[src/rtl/median_stream_ctrl.sv]
// Frame-level sequencer for the 3x3 median-filter datapath: counts raster pixels,
// drives line-buffer push/pop strobes and flags pixels with a fully-inside window.
module median_stream_ctrl #(
  parameter int IMG_W = 8,
  parameter int IMG_H = 8,
  parameter int COL_W = $clog2(IMG_W),
  parameter int ROW_W = $clog2(IMG_H)
) (
  input  logic             clk,
  input  logic             reset,
  input  logic             start,
  input  logic             pix_valid,
  output logic             push,
  output logic             pop,
  output logic             win_valid,
  output logic [COL_W-1:0] col,
  output logic [ROW_W-1:0] row,
  output logic             busy,
  output logic             frame_done
);

  localparam int FILL_W = $clog2(2*IMG_W+1);

  typedef enum logic [1:0] {
    S_IDLE,
    S_FILL,
    S_RUN,
    S_DONE
  } state_t;

  state_t              state;
  logic [COL_W-1:0]    col_cnt;
  logic [ROW_W-1:0]    row_cnt;
  logic [FILL_W-1:0]   fill_cnt;
  logic                last_col;
  logic                last_row;
  logic                fill_last;
  logic [COL_W-1:0]    col_next;
  logic [ROW_W-1:0]    row_next;

  assign last_col  = (col_cnt == COL_W'(IMG_W-1));
  assign last_row  = (row_cnt == ROW_W'(IMG_H-1));
  assign fill_last = (fill_cnt == FILL_W'(2*IMG_W-1));

  // Raster position of the pixel after the current one; wraps at end of frame.
  always_comb begin
    col_next = col_cnt + COL_W'(1);
    row_next = row_cnt;
    if (last_col) begin
      col_next = '0;
      row_next = last_row ? '0 : row_cnt + ROW_W'(1);
    end
  end

  always_ff @(posedge clk or posedge reset) begin
    if (reset) begin
      state      <= S_IDLE;
      col_cnt    <= '0;
      row_cnt    <= '0;
      fill_cnt   <= '0;
      push       <= 1'b0;
      pop        <= 1'b0;
      win_valid  <= 1'b0;
      frame_done <= 1'b0;
      busy       <= 1'b0;
      col        <= '0;
      row        <= '0;
    end else begin
      push       <= 1'b0;
      pop        <= 1'b0;
      win_valid  <= 1'b0;
      frame_done <= 1'b0;
      unique case (state)
        S_IDLE: begin
          busy <= 1'b0;
          if (start) begin
            state    <= S_FILL;
            busy     <= 1'b1;
            col_cnt  <= '0;
            row_cnt  <= '0;
            fill_cnt <= '0;
          end
        end
        S_FILL: begin
          if (pix_valid) begin
            push     <= 1'b1;
            col      <= col_cnt;
            row      <= row_cnt;
            col_cnt  <= col_next;
            row_cnt  <= row_next;
            fill_cnt <= fill_cnt + FILL_W'(1);
            if (fill_last)
              state <= S_RUN;
          end
        end
        S_RUN: begin
          if (pix_valid) begin
            push      <= 1'b1;
            pop       <= 1'b1;
            win_valid <= (col_cnt >= COL_W'(2));
            col       <= col_cnt;
            row       <= row_cnt;
            col_cnt   <= col_next;
            row_cnt   <= row_next;
            // Last pixel's strobes and frame_done land together in the DONE cycle.
            if (last_col && last_row) begin
              state      <= S_DONE;
              frame_done <= 1'b1;
            end
          end
        end
        S_DONE: begin
          state <= S_IDLE;
          busy  <= 1'b0;
        end
        default: state <= S_IDLE;
      endcase
    end
  end

endmodule

[config.mk]
export PLATFORM = sky130hd
export DESIGN_NAME = median_stream_ctrl
export DESIGN_NICKNAME = d
export VERILOG_FILES = /design/src/rtl/median_stream_ctrl.sv
export SDC_FILE = /design/constraint.sdc
export NUM_CORES = 1
export LEC_CHECK = 0
export ABC_AREA = 1
export CORE_UTILIZATION = 32
export CTS_CLUSTER_SIZE = 8
export DETAILED_ROUTE_END_ITERATION = 10
export GPL_ROUTABILITY_DRIVEN = 0
export PLACE_DENSITY = 0.55
export SYNTH_ARGS = -nofsm -noshare
export SYNTH_HDL_FRONTEND = slang
export SYNTH_SLANG_ARGS = --single-unit
[constraint.sdc]
create_clock -name clk -period 2.1 [get_ports clk]
set_input_delay 0.42 -clock clk [delete_from_list [all_inputs] [get_ports clk]]
set_output_delay 0.42 -clock clk [all_outputs]
set_load 0.02 [all_outputs]
==> reports/summary.txt <==
Worst setup SP type: register
P_leak: 0.756 nW
First-pass DRT Iterations: 4
crit path to: row_cnt[0]$_DFFE_PP0P_
RSZ-0062 raised after global routing: false
Slew @ Worst Pin: 0.422 ns
DP Wirelength: 1720 um
global-route wire length before repair: 4120 um
GRT overflow: 0
Max Fclk: 560 MHz
area occupied by multi-input gates: 588 sq um
Port Buf Inserts: 14
TritonCTS clock tree: yes
Peak VDD IR: 836 uV
vias in the first global route: 957
CP arrival: 1.95 ns
clk slew on worst S/H paths: 0.09 ns
Reg-to-Reg Start: state[0]$_DFFE_PP0P_
Max Fanout on Critical Path: 11
WL per Instance: 11.1 um
R2R Setup Slk: 0.31 ns
MaxCap Viol Count: 0
initial antenna violation count: 0
worst setup path class: register to register
Slew HR: 71.9%
Setup crit start: state[0]$_DFFE_PP0P_
final setup vio count: 0
most frequent cells in the layout: 35 x nand2_1, 24 x dfrtp_1, 14 x clkdlybuf4s50_1, 13 x inv_1, 12 x ha_1
share of layout cells above drive strength 1: 19.9%
Layout fillers: 406
CTS Buf Count: 3
fin crit share: 85.1%
Final TNS setup: 0 ns
Critical R2R Capture: row_cnt[0]$_DFFE_PP0P_
syn avg cell area: 9.21 sq um
GRT Overall Usage: 12.5%
vias after detailed routing: 919
Vias/cell: 4.50
Worst EP required: 2.26 ns
WL final: 2260 um
n_diodes: 0
ANT nets after route: 0
register area share after synthesis: 47.2%
Unique masters post-synth: 24
status: finished, final reports clean
Hold Path Class: input pin to async pin
post-cts gate resize count: 0
largest net degree at the start of global routing: 25
Residual DRC: 0
Nets: 173
Area Overhead vs Synth: 21.3%
r2r worst-path depth: 7
FF+latch count, synth: 24
Cell Rows: 22
mapped cell area: 1270 sq um
htree depth: 1
register area: 601 sq um
I/O pins: 15
post-CTS setup buffer count: 0
clk sink count: 24
Worst-Skew Late Latency: 0.27 ns
post-synthesis net count: 154
CORE AREA: 3740 sq um
Die Ht: 65.0 um
Placed Area: 1470 sq um
die width: 65.0 um
finished layout cell area: 1540 sq um
Tmin final: 1.79 ns
CTS Hold Bufs: 0
Root Driver: clkbuf_8
max-slew violations: 0
Clock Tree Buf Depth: 2
CP endpoint kind: register
Initial Util: 34.0%
Cells after Synth: 138
die area: 4230 sq um
most common cell after layout, fill and taps aside: nand2_1
Clock Skew: 0.00520 ns
final hold viol count: 0
initial drt markers: 39
Pwr per Cell Area: 1490 nW/um^2
YS warnings: 0
[flip-flops by register name, summed over array words and instances, names as in the netlist]
name	flops
frame_done	1
push	1
col_cnt	3
win_valid	1
row_cnt	3
fill_cnt	5
state	2
pop	1
row	3
busy	1
col	3
[worst max-delay path, stage by stage, from the launching register on]
cell and delay (ns):
dfrtp_1 0.40, inv_1 0.10, ha_1 0.56, nand2_1 0.19, o21ai_4 0.11, nand3_2 0.15
nand2_1 0.10, o21ai_1 0.07
[logic make-up after synthesis]
kind of cell	synth area share, %
AO/OA/AOI/OAI	7.87
adder cells (fa/ha/maj)	11.8
buffers and inverters	6.50
flip-flops	47.2
AND/OR/NAND/NOR	26.6
[power by group]
group          leakage (nW)  switching (mW)  total [mW]  internal, mW
registers             0.320           0.113       0.727         0.614
clock network        0.0357           0.154       0.409         0.255
logic                 0.400           0.712        1.16         0.444
total                 0.756           0.980        2.29          1.31
[per-stage QoR]
step | cells | total power [mW] | hold slack [ns] | setup WS [ns] | util, %
CTS | 204 | 2.32 | 0.493 | 0.321 | 41.2
finish | 204 | 2.29 | 0.490 | 0.313 | 41.2
global placement | 200 | 1.86 | 0.464 | 0.391 | 39.3
floorplan | 138 | 1.62 | 0.435 | 0.694 | -
global route | 204 | 2.49 | 0.516 | 0.150 | 41.2
detailed placement | 200 | 1.91 | 0.469 | 0.343 | 39.3
[routing by layer]
layer,vias up,global-route usage [%],wire (um)
li1,475,-,-
met1,427,15.4,1120
met2,13,21.5,1040
met3,4,2.11,70
met4,0,4.89,32
met5,-,0,0
[synth_stat cells (all sizes together)]
cell type	n	area, sq um
a21oi	1	5.00
buf	2	16.3
dfrtp	24	601
ha	12	150
inv	17	66.3
nand2	48	231
nand3	10	55.1
nand4	1	6.26
nor2	5	21.3
nor3	1	5.00
o21ai	13	87.6
o31ai	1	7.51
or2	3	18.8
[layout make-up]
cell class | instances | area share [%]
clock buffer | 3 | 2.68
clock inverter | 1 | 1.95
inverter | 17 | 4.30
multi-input combinational | 95 | 38.1
sequential | 24 | 39.0
tap | 48 | 3.90
timing repair buffer | 16 | 10.1
[worst min-delay path by stage]
stage	from	end	slack [ns]	cells past startpoint
2_1_floorplan	reset	busy$_DFFE_PP0P_	0.43	1
3_3_place_gp	col[2]$_DFFE_PP0P_	col[2]$_DFFE_PP0P_	0.46	2
3_5_place_dp	row[2]$_DFFE_PP0P_	row[2]$_DFFE_PP0P_	0.47	2
4_1_cts	row[2]$_DFFE_PP0P_	row[2]$_DFFE_PP0P_	0.49	2
5_1_grt	row[2]$_DFFE_PP0P_	row[2]$_DFFE_PP0P_	0.52	2
6_report	reset	col[1]$_DFFE_PP0P_	0.49	3
Power figures use the tool's default switching activity.
